`src/rtl/i2c_master.sv`:
```
// i2c_master: register-oriented I2C master issuing single-byte writes and repeated-start reads,
// with open-drain pad controls and slave clock stretching.
module i2c_master #(
    parameter int DIV = 4
) (
    input  logic       clk,
    input  logic       rst_n,
    input  logic       start,
    input  logic       rw,
    input  logic [6:0] dev_addr,
    input  logic [7:0] reg_addr,
    input  logic [7:0] wdata,
    output logic       busy,
    output logic       done,
    output logic [7:0] rdata,
    output logic       ack_err,
    input  logic       scl_in,
    input  logic       sda_in,
    output logic       scl_out,
    output logic       sda_out
);
    typedef enum logic [2:0] {IDLE, START, SHIFT, ACK, RSTART, READ, MNACK, STOP} state_t;
    state_t     r_state, w_next;
    logic [7:0] r_div, r_sh, r_reg, r_wdata, r_rdata;
    logic [6:0] r_dev;
    logic [1:0] r_q, r_idx;
    logic [2:0] r_bit;
    logic       r_rw, r_nack, r_rd_ok, r_done, r_ack_err;
    logic       w_accept, w_hold, w_tick, w_smp, w_end;

    assign busy     = r_state != IDLE;
    assign done     = r_done;
    assign rdata    = r_rdata;
    assign ack_err  = r_ack_err;
    assign w_accept = !busy && start;
    // a released SCL that the pad still reads low is a slave stretching the clock
    assign w_hold   = scl_out && !scl_in;
    assign w_tick   = busy && !w_hold && r_div == 8'(DIV - 1);
    assign w_smp    = w_tick && r_q == 2'd2;
    assign w_end    = w_tick && r_q == 2'd3;

    always_comb begin
        scl_out = 1'b1;
        sda_out = 1'b1;
        case (r_state)
            START:            sda_out = !r_q[1];
            SHIFT:            begin scl_out = r_q[1]; sda_out = r_sh[7]; end
            ACK, READ, MNACK: scl_out = r_q[1];
            RSTART:           begin scl_out = r_q != 2'd0; sda_out = !r_q[1]; end
            STOP:             begin scl_out = r_q != 2'd0; sda_out = r_q[1]; end
            default:          ;
        endcase
    end

    always_comb begin
        w_next = r_state;
        case (r_state)
            IDLE:          if (start) w_next = START;
            START, RSTART: if (w_end) w_next = SHIFT;
            SHIFT:         if (w_end && r_bit == 3'd7) w_next = ACK;
            ACK:           if (w_end) w_next = r_nack || r_idx == 2'd2 ? STOP
                                             : r_idx == 2'd3 ? READ
                                             : r_idx == 2'd1 && r_rw ? RSTART : SHIFT;
            READ:          if (w_end && r_bit == 3'd7) w_next = MNACK;
            MNACK:         if (w_end) w_next = STOP;
            STOP:          if (w_end) w_next = IDLE;
            default:       w_next = IDLE;
        endcase
    end

    always_ff @(posedge clk or negedge rst_n)
        if (!rst_n) r_state <= IDLE;
        else        r_state <= w_next;

    // r_idx tracks the byte in flight: 0 dev+W, 1 reg, 2 wdata, 3 dev+R
    always_ff @(posedge clk or negedge rst_n) begin
        if (!rst_n) begin
            r_div     <= '0;
            r_sh      <= '0;
            r_reg     <= '0;
            r_wdata   <= '0;
            r_rdata   <= '0;
            r_dev     <= '0;
            r_q       <= '0;
            r_idx     <= '0;
            r_bit     <= '0;
            r_rw      <= 1'b0;
            r_nack    <= 1'b0;
            r_rd_ok   <= 1'b0;
            r_done    <= 1'b0;
            r_ack_err <= 1'b0;
        end else begin
            r_done <= 1'b0;
            if (w_accept) begin
                r_rw      <= rw;
                r_dev     <= dev_addr;
                r_reg     <= reg_addr;
                r_wdata   <= wdata;
                r_sh      <= {dev_addr, 1'b0};
                r_idx     <= '0;
                r_bit     <= '0;
                r_div     <= '0;
                r_q       <= '0;
                r_ack_err <= 1'b0;
                r_rd_ok   <= 1'b0;
            end else if (busy) begin
                if (!w_hold) r_div <= w_tick ? 8'd0 : r_div + 8'd1;
                if (w_tick) r_q <= r_q + 2'd1;
                if (w_smp && r_state == ACK) r_nack <= sda_in;
                if (w_smp && r_state == READ) r_sh <= {r_sh[6:0], sda_in};
                if (w_end) begin
                    case (r_state)
                        SHIFT:   begin r_sh <= {r_sh[6:0], 1'b0}; r_bit <= r_bit + 3'd1; end
                        READ:    r_bit <= r_bit + 3'd1;
                        ACK:     if (r_nack) r_ack_err <= 1'b1;
                                 else if (r_idx == 2'd0) begin r_sh <= r_reg; r_idx <= 2'd1; end
                                 else if (r_idx == 2'd1 && !r_rw) begin r_sh <= r_wdata; r_idx <= 2'd2; end
                        RSTART:  begin r_sh <= {r_dev, 1'b1}; r_idx <= 2'd3; end
                        MNACK:   r_rd_ok <= 1'b1;
                        STOP:    begin r_done <= 1'b1; if (r_rd_ok) r_rdata <= r_sh; end
                        default: ;
                    endcase
                end
            end
        end
    end
endmodule

```
`config.mk`:
```
export PLATFORM = sky130hd
export DESIGN_NAME = i2c_master
export DESIGN_NICKNAME = d
export VERILOG_FILES = /design/src/rtl/i2c_master.sv
export SDC_FILE = /design/constraint.sdc
export NUM_CORES = 1
export LEC_CHECK = 0
export CAP_MARGIN = 20
export CORE_MARGIN = 2
export CORE_UTILIZATION = 30
export CTS_CLUSTER_DIAMETER = 60
export CTS_CLUSTER_SIZE = 40
export DETAILED_ROUTE_END_ITERATION = 10
export HOLD_SLACK_MARGIN = 0.1
export RECOVER_POWER = 25
export SETUP_SLACK_MARGIN = 0.02
export SLEW_MARGIN = 20
export SYNTH_ARGS = -nofsm -noshare
export SYNTH_HDL_FRONTEND = slang
export SYNTH_SLANG_ARGS = --single-unit
```
`constraint.sdc`:
```
create_clock -name clk -period 6.3 [get_ports clk]
set_input_delay 1.575 -clock clk [delete_from_list [all_inputs] [get_ports clk]]
set_output_delay 1.575 -clock clk [all_outputs]
set_load 0.05 [all_outputs]
```
==> metrics.md, run 1 <==
| Metric | Value |
|---|---|
| Cell count after synthesis | 401 |
| MaxCap Viol Count | 1 |
| CTS buffer count | 9 |
| FF+latch area | 1550 um^2 |
| Sequential group share of total power | 37.1% |
| Non-filler cells, final | 586 |
| Mux contribution to synthesized area | 8.11% |
| Pwr per Cell Area | 434 nW/um^2 |
| Fin util | 37.3% |
| Area delta synth->final | 22.4% |
| XOR/XNOR Fraction of Synth Area | 0.485% |
| Antenna-violating nets left | 0 |
| Hold-fix buffers at CTS | 0 |
| Ys flop type | dfrtp_1 |
| Pint | 1.14 mW |
| Design Area, Final | 4420 um^2 |
| Final setup TNS | 0 ns |
| Antenna diode instance count | 0 |
| Clock power share | 25.7% |
| Clock Root Buffer | clkbuf_16 |
| Sw power | 779 uW |
| Ports | 42 |
| First-pass GRT wire length | 15700 um |
| Syn nets | 437 |
| Fmax | 230 MHz |
| Worst-path clk slew | 0.06 ns |
| Critical Path Max Stage Delay | 0.82 ns |
| Syn. warnings | 0 |
| Die area | 12900 um^2 |
| Drt initial violations | 248 |
| Core area | 11900 um^2 |
| Clock network latency to the later pin of the worst-skew pair | 0.33 ns |
| Worst Hold Slack | 0.474 ns |
| GR Util met3 | 3.19% |
| Setup violations, final | 0 |
| Share of the synthesized area in the top cell type | 43.0% |
| Most frequent cells in the layout | nand2_1, dfrtp_1, clkdlybuf4s50_1 |
| Peak supply drop | 0.128 mV |
| Post-DP HPWL | 6270 um |
| Number of synthesized register bits | 62 |
| CP Cell Sequence | nor3_2 > buf_4 > clkinv_1 > clkdlybuf4s50_1 |
| Drt first pass iters | 4 |
| Placed instance area | 4110 um^2 |
| Max-slew violation count | 63 |
| Worst Slack Setup Final | 1.95 ns |
| Setup Slack @ Placement | 2.30 ns |
| Top cells by area, synth | dfrtp_1, nand2_1, mux2i_1 |
| Starting density of the core | 30.5% |
| Critical Path AT | 2.77 ns |
| Synth Cell Area | 3610 um^2 |
| Worst setup SP type | flop |
| Die Y | 114 um |
| PostCTS Resize Cnt | 0 |
| Average size of a mapped cell | 9.01 um^2 |
| Multi-input combinational cell area | 1910 um^2 |
| Share of cells above drive strength 1 | 11.6% |
| Min-delay worst type | reg -> reg |
| Crit path max-delay family | buffers and inverters |
| Area leader, netlist | dfrtp_1 |
| Overflow after GRT | 0 |
| Sequential share of the synthesized area | 43.0% |
| M1 GR Usage | 20.9% |
| Horiz. Die Dim | 114 um |
| DRC viols | 0 |
| Sw Share | 40.6% |
| Worst path slowest cell | clkdlybuf4s50_1 |
| Synth unique cells | 59 |
| Total routed wirelength | 8960 um |
| TritonCTS clock tree | done |
| # fillers | 1190 |
| Met2 Use GR | 24.0% |
| Min Tclk post-route | 4.35 ns |
| CP required | 4.72 ns |
| Largest family of logic cells by synthesized area | simple AND/OR/NAND/NOR gates |
| Simple-gate share of the synthesized area | 22.8% |
| Post-Synth Adder-Cell Area | 2.63% |
| Placed Cells | 569 |
| Via-to-Cell Ratio | 5.18 |
| Ys async rst share | 100% |
| Htree depth | 3 |
| Most used routing layer | met2 |
| Logic pwr share | 37.2% |
| Worst Path Max Fanout | 27 |
| Critical path class | reg -> out |
| I/O Buffers | 41 |
| CTS sink count | 62 |
| Outcome | finished with violations |
| Rows | 40 |
| Fin. Hold Viols | 0 |
| DR vias | 3037 |
| Initial antenna violation count | 0 |
| Commonest non-fill, non-tap cell in the layout | nand2_1 |
| Failing checks | max-capacitance violations, max-slew violations |
| Synth Area in Compound Gates | 18.9% |
| Per-cell routed wire length | 15.3 um |
| Worst Max-Slew Pin Slew | 3.30 ns |
| Max-slew headroom | -120% |
| GPL Wtd Cong | 0.906 |
| EDFF count, synth | 0 |
| Lkg Pwr | 2.02 nW |
| Final period util | 69.0% |
| Nets@finish | 470 |
| Total power | 1.92 mW |
| CP Capture Type | output port |
| Clock tree buffer depth | 2 |
| Vias in the first global route | 3082 |
| Pin count of the biggest net entering global routing | 63 |
| RSZ-0062 raised after global routing | false |
| Setup Buffers After CTS | 0 |
| GR Util All Layers | 15.4% |
| Buf+Inv Stages, Crit Path | 3 |
| Clock Skew | 0.00542 ns |
-- kinds of logic (layout without fill, tap and decap cells) --
logic type      count (synthesis)  after routing
flops                          62             62
simple gates                  170            170
fa+ha+maj                       7              7
xor+xnor                        2              2
compound gates                100            100
mux                            28             28
buf+inv                        32             70
-- Yosys cell counts, drive strengths merged, types with 6 or more instances --
cell,instances
nand2,96
dfrtp,62
o21ai,28
nor2,26
a21oi,24
clkbuf,19
mux2i,18
nand2b,14
mux2,10
a22oi,8
inv,8
o22ai,8
a2bb2oi,7
and3,7
ha,6
nor3,6
-- path summary, 6_finish.rpt --
path | from | to | slack [ns] | depth (start not counted)
max | r_state[0] | busy | 1.95 | 4
min | r_wdata[0] | r_wdata[0] | 0.47 | 2
max reg2reg | r_state[0] | r_div[7] | 3.28 | 8
min reg2reg | r_wdata[0] | r_wdata[0] | 0.47 | 2
max in group asynchronous | rst_n | r_bit[1] | 1.97 | 2
min in group asynchronous | rst_n | r_div[1] | 2.44 | 2
-- layer usage --
| layer | vias up | routed length [um] |
|---|---|---|
| met1 | 1443 | 4110 |
| li1 | 1479 | - |
| met5 | - | 0 |
| met2 | 102 | 4230 |
| met3 | 13 | 464 |
| met4 | 0 | 153 |
-- power groups by stage --
stage | registers, mW | clock network, mW | logic, mW
2_1_floorplan | 0.631 | 0 | 0.601
3_3_place_gp | 0.711 | 0 | 0.699
3_5_place_dp | 0.717 | 0 | 0.706
4_1_cts | 0.710 | 0.503 | 0.713
5_1_grt | 0.740 | 0.523 | 0.807
6_report | 0.712 | 0.493 | 0.715
-- layout make-up --
cell class              count  share of cell area [%]
multi-input cells         307                    43.3
flip-flops and latches     62                    35.1
repair buffers             45                    9.93
clock buffers               9                    5.09
well taps                 147                    4.16
clock inverters             7                    1.70
inverters                   9                   0.764
-- worst reg2reg max path: stages (launching register included) --
cell and delay (ns):
dfrtp_1 0.70, nor3_2 0.27, buf_4 0.27, clkinv_1 0.38, nor2_2 0.60, buf_4 0.36, a31oi_1 0.07, o21ai_0 0.14
o21ai_0 0.11
Power figures use the tool's default switching activity.
==> inputs of run 2 (changes only) <==
Clock period 6.3 ns to 3.9 ns, I/O delays scaled along.
==> metrics.md, run 2 (synthesized netlist as in run 1, its figures left out) <==
| Metric | Value |
|---|---|
| Outcome | finished with violations |
| Failing checks | max-capacitance violations, max-slew violations |
| MaxCap Viol Count | 1 (unchanged) |
| Htree depth | 3 (unchanged) |
| Worst Slack Setup Final | 0.433 ns (-1.52 ns) |
| Placed instance area | 4150 um^2 (+0.85%) |
| Critical Path Start | r_state[2] |
| Worst Path Max Fanout | 18 (-33%) |
| Fin. Hold Viols | 0 (unchanged) |
| Ports | 42 (unchanged) |
| Share of cells above drive strength 1 | 12.4% (+0.83 points) |
| Post-DP HPWL | 6440 um (+2.7%) |
| Antenna-violating nets left | 0 (unchanged) |
| Lkg Pwr | 2.07 nW (+2.3%) |
| CP required | 2.92 ns (-1.80 ns) |
| GR Util All Layers | 15.3% (about the same) |
| Hold_sp | r_dev[3] |
| Clock Skew | 0.00566 ns (+0.000245 ns) |
| Horiz. Die Dim | 114 um (unchanged) |
| Vias in the first global route | 3067 (-0.49%) |
| Die Y | 114 um (unchanged) |
| Critical path class | reg -> out |
| Total power | 3.24 mW (+69%) |
| RSZ-0062 raised after global routing | false |
| Worst-path clk slew | 0.05 ns (about the same) |
| CTS sink count | 62 (unchanged) |
| Hold-fix buffers at CTS | 0 (unchanged) |
| Per-cell routed wire length | 16.1 um (+5.1%) |
| Most frequent cells in the layout | nand2_1, dfrtp_1, clkdlybuf4s50_1 |
| Clock tree buffer depth | 2 (unchanged) |
| DR vias | 3112 (+2.5%) |
| Total routed wirelength | 9460 um (+5.6%) |
| Drt first pass iters | 5 (+1) |
| Clock Root Buffer | clkbuf_16 |
| First-pass GRT wire length | 15700 um (about the same) |
| TritonCTS clock tree | done |
| Max-slew headroom | -6.53% (+110 points) |
| Worst setup SP type | flop |
| Via-to-Cell Ratio | 5.28 (+1.9%) |
| Area delta synth->final | 24.0% |
| Antenna diode instance count | 0 (unchanged) |
| Pwr per Cell Area | 724 nW/um^2 (+67%) |
| Core area | 11900 um^2 (unchanged) |
| Overflow after GRT | 0 (unchanged) |
| Setup slack, reg-to-reg | 1.06 ns (-2.22 ns) |
| Pin count of the biggest net entering global routing | 63 (unchanged) |
| Critical Path Max Stage Delay | 0.82 ns (about the same) |
| Hold path depth | 2 (unchanged) |
| Final setup TNS | 0 ns (unchanged) |
| Worst Hold Slack | 0.481 ns (+0.00735 ns) |
| Design Area, Final | 4480 um^2 (+1.3%) |
| Critical Path AT | 2.49 ns (-0.28 ns) |
| Die area | 12900 um^2 (unchanged) |
| Fmax | 288 MHz |
| Fin util | 37.8% (+0.50 points) |
| I/O Buffers | 41 (unchanged) |
| Starting density of the core | 30.5% (unchanged) |
| CP Capture Type | output port |
| Final period util | 88.9% |
| CP Cell Sequence | fa_1 > o21ai_0 > clkdlybuf4s50_1 |
| Max-slew violation count | 63 (unchanged) |
| GPL Wtd Cong | 0.857 (-5.4%) |
| Min Tclk post-route | 3.47 ns |
| CTS buffer count | 9 (unchanged) |
| Peak supply drop | 0.249 mV (+95%) |
| FF-to-FF End | r_bit[2] |
| Min-delay worst type | reg -> reg |
| Initial antenna violation count | 0 (unchanged) |
| Worst Max-Slew Pin Slew | 1.60 ns (-1.70 ns) |
| PostCTS Resize Cnt | 0 (unchanged) |
| Commonest non-fill, non-tap cell in the layout | nand2_1 |
| Rows | 40 (unchanged) |
| Setup violations, final | 0 (unchanged) |
| Crit Reg-Reg Startpoint | r_div[0] |
| Setup Slack @ Placement | 0.599 ns (-1.70 ns) |
| Setup Buffers After CTS | 0 (unchanged) |
| Drt initial violations | 156 (-37%) |
| Clock network latency to the later pin of the worst-skew pair | 0.33 ns (about the same) |
| Nets@finish | 474 (+0.85%) |
| Placed Cells | 574 (+0.88%) |
| Non-filler cells, final | 589 (+0.51%) |
| Hold EP | r_dev[3] |
| DRC viols | 0 (unchanged) |
| Worst path slowest cell | clkdlybuf4s50_1 |
| Worst Reg-to-Reg Cells | 7 (-1) |
[run 2: cell count changes in the layout (fill, tap and decap cells not counted)]
cell             previous run  this run
buf_4                       2         8
buf_8                       1         0
bufinv_16                   1         3
clkbuf_2                    0         1
clkbuf_8                    0         1
clkdlybuf4s50_1            40        39
clkinv_4                    2         0
clkinvlp_4                  3         0
[run 2: how the worst max path moves through the flow]
| stage | slack, ns | cells after the start | endpoint |
|---|---|---|---|
| 2_1_floorplan | 0.55 | 5 | sda_out |
| 3_3_place_gp | 0.63 | 7 | r_sh[2] |
| 3_5_place_dp | 0.60 | 7 | r_bit[1] |
| 4_1_cts | 0.42 | 3 | sda_out |
| 5_1_grt | 0.37 | 4 | sda_out |
| 6_report | 0.43 | 3 | sda_out |
[run 2: worst max-delay path, delay by kind of cell, from the launching register on]
family | cells | cell delay [ns]
compound gates | 1 | 0.08
buf+inv | 1 | 0.82
fa+ha+maj | 1 | 0.52
flops | 1 | 0.74
[run 2: where the power goes]
part | total [mW] | internal (mW) | switching [mW]
logic | 1.19 | 0.497 | 0.696
clock network | 0.912 | 0.637 | 0.276
registers | 1.14 | 0.861 | 0.277
total | 3.24 | 1.99 | 1.25
[run 2: layout make-up]
class | instances | area [um^2]
clock buffer | 11 | 243
clock inverter | 4 | 95.1
fill | 1191 | 7380
inverter | 9 | 33.8
multi-input combinational | 307 | 1910
sequential | 62 | 1550
tap | 147 | 184
timing repair buffer | 49 | 460
[run 2: layer usage]
metal	global-route usage (%)	vias to the layer above	share of wire, %
li1	-	1482	-
met1	20.9	1500	45
met2	24.2	114	47
met3	2.71	16	5.8
met4	6.42	0	2.0
met5	0	-	0
==> inputs of run 3 (changes only) <==
Settings changed: SLEW_MARGIN 20 to 40.
==> metrics.md, run 3 (synthesized netlist as in run 1, its figures left out) <==
| Metric | Value |
|---|---|
| Critical path class | reg -> out |
| Ports | 42 (unchanged) |
| Sw Share | 38.5% (about the same) |
| Clock Root Buffer | clkbuf_16 |
| Rows | 40 (unchanged) |
| Most frequent cells in the layout | nand2_1, dfrtp_1, clkdlybuf4s50_1 |
| Max-slew violation count | 63 (unchanged) |
| Sequential group share of total power | 35.1% (about the same) |
| GR Util All Layers | 15.3% (unchanged) |
| Worst Hold Slack | 0.480 ns (-0.000810 ns) |
| Overflow after GRT | 0 (unchanged) |
| Hold_sp | r_wdata[0] |
| Fmax | 289 MHz (+0.13%) |
| DRC viols | 0 (unchanged) |
| Pwr per Cell Area | 724 nW/um^2 (about the same) |
| Die Y | 114 um (unchanged) |
| Setup Buffers After CTS | 0 (unchanged) |
| Clock power share | 28.1% (about the same) |
| Clock network latency to the later pin of the worst-skew pair | 0.33 ns (about the same) |
| TritonCTS clock tree | done |
| Fin. Hold Viols | 0 (unchanged) |
| Hold EP | r_wdata[0] |
| Clock Skew | 0.00493 ns (-0.000737 ns) |
| Initial antenna violation count | 0 (unchanged) |
| Worst path slowest cell | clkdlybuf4s50_1 |
| Worst setup SP type | flop |
| GPL Wtd Cong | 0.857 (unchanged) |
| Setup violations, final | 0 (unchanged) |
| Logic pwr share | 36.8% (about the same) |
| CP Capture Type | output port |
| MaxCap Viol Count | 1 (unchanged) |
| Share of cells above drive strength 1 | 12.4% (unchanged) |
| Core area | 11900 um^2 (unchanged) |
| Max-slew headroom | -5.13% (+1.4 points) |
| Critical Path AT | 2.49 ns (about the same) |
| Final setup TNS | 0 ns (unchanged) |
| Antenna-violating nets left | 0 (unchanged) |
| Horiz. Die Dim | 114 um (unchanged) |
| Worst Max-Slew Pin Slew | 1.58 ns (-0.0211 ns) |
| Hold path depth | 2 (unchanged) |
| Htree depth | 3 (unchanged) |
| Via-to-Cell Ratio | 5.32 (+0.64%) |
| Min Tclk post-route | 3.46 ns (-0.00465 ns) |
| Lkg Pwr | 2.07 nW (unchanged) |
| Total routed wirelength | 9470 um (about the same) |
| Worst Reg-to-Reg Cells | 7 (unchanged) |
| Nets@finish | 474 (unchanged) |
| Post-DP HPWL | 6440 um (unchanged) |
| Failing checks | max-capacitance violations, max-slew violations |
| # fillers | 1189 (-0.17%) |
| PostCTS Resize Cnt | 0 (unchanged) |
| Outcome | finished with violations |
| I/O Buffers | 41 (unchanged) |
| CTS sink count | 62 (unchanged) |
| Clock tree buffer depth | 2 (unchanged) |
| Drt first pass iters | 5 (unchanged) |
| Crit Reg-Reg Startpoint | r_div[0] |
| Pint | 1.99 mW (about the same) |
| Vias in the first global route | 3067 (unchanged) |
| Sw power | 1.25 mW (about the same) |
| FF-to-FF End | r_bit[2] |
| Per-cell routed wire length | 16.1 um (about the same) |
| Fin util | 37.8% (unchanged) |
| CP required | 2.92 ns (about the same) |
| Critical Path Max Stage Delay | 0.82 ns (about the same) |
| Die area | 12900 um^2 (unchanged) |
| RSZ-0062 raised after global routing | false |
| Hold-fix buffers at CTS | 0 (unchanged) |
| Commonest non-fill, non-tap cell in the layout | nand2_1 |
| CP Cell Sequence | fa_1 > o21ai_0 > clkdlybuf4s50_1 |
| Worst-path clk slew | 0.05 ns (about the same) |
| Min-delay worst type | reg -> reg |
| Worst Path Max Fanout | 18 (unchanged) |
| Peak supply drop | 0.248 mV (-0.40%) |
| Drt initial violations | 173 (+11%) |
| Setup slack, reg-to-reg | 1.07 ns (about the same) |
| CTS buffer count | 9 (unchanged) |
| Area delta synth->final | 24.0% (unchanged) |
| Pin count of the biggest net entering global routing | 63 (unchanged) |
| Final period util | 88.8% (-0.12 points) |
| Antenna diode instance count | 0 (unchanged) |
| DR vias | 3132 (+0.64%) |
| Starting density of the core | 30.5% (unchanged) |
| First-pass GRT wire length | 15700 um (unchanged) |
[run 3: cell counts in the layout (fill, tap and decap cells not counted)]
No cell type changed its count.
[run 3: worst max path at each step]
stage | start | endpoint | slack (ns)
final | r_state[2] | sda_out | 0.44
after global routing | r_state[2] | sda_out | 0.37
after CTS | r_state[2] | sda_out | 0.42
after detailed placement | scl_in | r_bit[1] | 0.60
after global placement | scl_in | r_sh[2] | 0.63
after floorplan | r_state[0] | sda_out | 0.55
[run 3: metrics by stage]
stage | area, um^2 | setup slack [ns] | std cells | total power, mW
2_1_floorplan | 3610 | 0.549 | 401 | 1.99
3_3_place_gp | 4150 | 0.630 | 574 | 2.29
3_5_place_dp | 4150 | 0.599 | 574 | 2.32
4_1_cts | 4480 | 0.420 | 589 | 3.25
5_1_grt | 4480 | 0.372 | 589 | 3.46
6_report | 4480 | 0.438 | 589 | 3.24
[run 3: worst max-delay path, delay by kind of cell (launching register included)]
kind | cells | cell delay, ns
AO/OA/AOI/OAI | 1 | 0.08
adder cells (fa/ha/maj) | 1 | 0.51
buffers and inverters | 1 | 0.82
flip-flops | 1 | 0.74
[run 3: final cells by class]
type	count	area, um^2	share of cell area [%]
multi-input combinational	307	1910	42.7
sequential	62	1550	34.6
timing repair buffer	49	460	10.3
clock buffer	11	243	5.42
tap	147	184	4.10
clock inverter	4	95.1	2.12
inverter	9	33.8	0.754
[run 3: power by group through the flow]
stage	clock network [mW]	registers, mW	logic [mW]
floorplan	0	1.02	0.971
global placement	0	1.13	1.16
detailed placement	0	1.14	1.18
CTS	0.927	1.13	1.19
global route	0.961	1.17	1.33
finish	0.911	1.14	1.19
[run 3: metal layers]
metal  GRT usage, %  wire [um]  vias to the layer above
met5              0          0                        -
met4           6.42        179                        0
met3           2.71        569                       17
met2           24.2       4490                      119
met1           20.9       4230                     1512
li1               -          -                     1484
==> variant, RTL diff (config.mk and constraints of run 1) <==
Compare `r_div` against `8'(DIV - 1)` with >= in place of ==.
--- a/src/rtl/i2c_master.sv
+++ b/src/rtl/i2c_master.sv
@@ -36,5 +36,5 @@
     // a released SCL that the pad still reads low is a slave stretching the clock
     assign w_hold   = scl_out && !scl_in;
-    assign w_tick   = busy && !w_hold && r_div == 8'(DIV - 1);
+    assign w_tick   = busy && !w_hold && r_div >= 8'(DIV - 1);
     assign w_smp    = w_tick && r_q == 2'd2;
     assign w_end    = w_tick && r_q == 2'd3;
Behaviour: no difference found for any inputs over 10 cycles, from zero or initial values and one cycle with rst_n low; that may be too few to reach the edited logic, so the function may still have changed.
==> variant against run 1 <==
The flow still finishes with violations (max-capacitance violations, max-slew violations); final area fell by 3.8%; synthesized cell count is 7.0% lower; fmax is 7.3% lower; sequential cell count stayed put; final cell count is 6.0% lower; area after synthesis fell by 3.6%; routed wire length shrank 5.3%; worst setup slack worse by 0.34 ns; total power is 11% lower.
==> variant: results (changes against run 1) <==
stage,metric,value,unit,change
outcome,outcome,"finished, violations left",,unchanged
outcome,failing checks,"max-capacitance violations, max-slew violations",,unchanged
cells_and_area,ant diodes,0,,unchanged
timing,Slew headroom,-1.232,,was -1.201
route,1st-iter DRT viols,176,,was 248
global_routing,Total GRT Usage,0.1412,,was 0.1535
cts,worst skew pair latency,0.34,ns,
global_routing,initial antenna violation count,0,,unchanged
cts,"Setup Fix Bufs, Post-CTS",0,,unchanged
cts,clock root buffer,clkbuf_16,,unchanged
yosys,synth top area cells,"dfrtp_1 (45%), nand2_1 (9.7%), mux2_4 (3.5%)",,"was dfrtp_1 (43%), nand2_1 (9.8%), mux2i_1 (5.0%)"
yosys,"Primary FF master, synth",dfrtp_1,,unchanged
placed_design,hpwl dp,5704,um,was 6274 um
yosys,Netlist cell types,55,,was 59
cts,# H-tree levels,3,,unchanged
yosys,"Seq/Total Area, Yosys",0.4457,,was 0.4295
placed_design,Placed Cells,535,,was 569
yosys,asr flop ratio synth,1.000,,unchanged
timing,Final Max Tran Viols,63,,unchanged
yosys,Mapped Cells,373,,was 401
global_routing,largest net degree at the start of global routing,63,,unchanged
route,drt total wl,8484,um,was 8957 um
pwr,Peak VDD IR,0.1806,mV,was 0.1276 mV
global_routing,GR Util met3,0.03484,,was 0.03188
cts,"Clk pin slew, worst setup/hold paths",0.06,ns,about the same
cells_and_area,share of post-route cells with drive strength above 1,0.1225,,was 0.1162
worst_setup_path,Worst EP arrival,3.11,ns,was 2.77 ns
cts,Max clock buf depth,2,,unchanged
yosys,Synth warnings,0,,unchanged
cts,hold-fix buffers at CTS,0,,unchanged
timing,Clock Skews,0.01180,ns,was 0.005417 ns
cts,CTS Buf Count,9,,unchanged
cells_and_area,Fillers,1128,,"was 1,190"
yosys,syn_nets,409,,was 437
cells_and_area,Final nets,439,,was 470
worst_setup_path,crit-path max FO,19,,was 27
placed_design,gpl congestion,0.8492,,was 0.9055
global_routing,met1 Usage GRT,0.2034,,was 0.2090
global_routing,M2 GR Usage,0.2069,,was 0.2403
job,Max-cap violations,1,,unchanged
placed_design,dpl ws,2.016,ns,was 2.300 ns
pwr,leakage,1.939,nW,was 2.019 nW
global_routing,vias in the first global route,2730,,"was 3,082"
global_routing,first-pass GRT wire length,14040,um,"was 15,730 um"
route,DR WL/cell,15.40,um,was 15.28 um
placed_design,port bufs,41,,unchanged
route,drt pass-1 iters,5,,was 4
route,via count,2796,,"was 3,037"
yosys,most frequent cells after synthesis,"nand2_1 (90), dfrtp_1 (62), a21oi_1 (21)",,"was nand2_1 (94), dfrtp_1 (62), nor2_1 (25)"
cts,Resize count post-CTS,0,,unchanged
worst_hold_path,worst min-delay path class,reg2reg,,unchanged
-- variant: cell types whose count changed after synthesis, moves of 5 or more --
| cell | change |
|---|---|
| o21ai_1 | -5 |
| a22oi_1 | -7 |
| a2bb2oi_2 | -6 |
| nand2b_1 | -9 |
| mux2_4 | +8 |
| o21ai_0 | -10 |
| a211oi_1 | +5 |
| o221ai_1 | +5 |
| nor2_1 | -6 |
| mux2i_1 | -8 |
| o211ai_1 | +9 |
-- variant: logic make-up after synthesis --
| group | synth area share |
|---|---|
| mux | 0.08268 |
| compound gates | 0.1812 |
| flops | 0.4457 |
| xor+xnor | 0.005033 |
| fa+ha+maj | 0.02732 |
| buf+inv | 0.04817 |
| simple gates | 0.2099 |
-- variant: path summary, 6_finish.rpt --
path                                        start                endpoint  slack [ns]  cells after the start
setup / recovery           r_state[1]$_DFFE_PN0P_                 sda_out        1.61                      4
hold / removal               r_reg[2]$_DFFE_PN0P_    r_reg[2]$_DFFE_PN0P_        0.48                      2
setup reg to reg           r_state[0]$_DFFE_PN0P_     r_sh[6]$_DFFE_PN0P_        2.89                      7
hold reg to reg              r_reg[2]$_DFFE_PN0P_    r_reg[2]$_DFFE_PN0P_        0.48                      2
max in group asynchronous                   rst_n     r_sh[5]$_DFFE_PN0P_        1.93                      2
min in group asynchronous                   rst_n  r_state[1]$_DFFE_PN0P_        2.47                      2
-- variant: area by class of cell --
type | count | area (um^2) | area share
clock buffer | 10 | 239.0 | 0.05618
clock inverter | 6 | 68.82 | 0.01618
inverter | 11 | 41.29 | 0.009706
multi-input combinational | 277 | 1765 | 0.4150
sequential | 62 | 1551 | 0.3647
tap | 143 | 178.9 | 0.04206
timing repair buffer | 42 | 409.1 | 0.09618
-- variant: worst max-delay path, stage by stage, from the launching register on --
cell and delay, ns:
dfrtp_1 0.68, nor2b_1 0.86, a221oi_1 0.20, o21ai_0 0.21, clkdlybuf4s50_1 0.83
-- variant: layer usage --
metal / vias up / wire length [um] / share of wire
met5: - / 0 / 0
met4: 0 / 129 / 0.015
met3: 10 / 522 / 0.062
met2: 97 / 3761 / 0.44
met1: 1308 / 4070 / 0.48
li1: 1381 / - / -
-- variant: report_power, final --
part	internal (W)	switching [W]	leakage [nW]
sequential	0.000510	0.000117	0.810
combinational	0.000227	0.000340	0.981
clock	0.000319	0.000189	0.149
-- variant: stage by stage --
step | area [um^2] | hold WS, ns
final | 4254 | 0.4787
after global routing | 4254 | 0.4953
after CTS | 4254 | 0.4795
after detailed placement | 3946 | 0.4660
after global placement | 3946 | 0.4581
after floorplan | 3481 | 0.4459
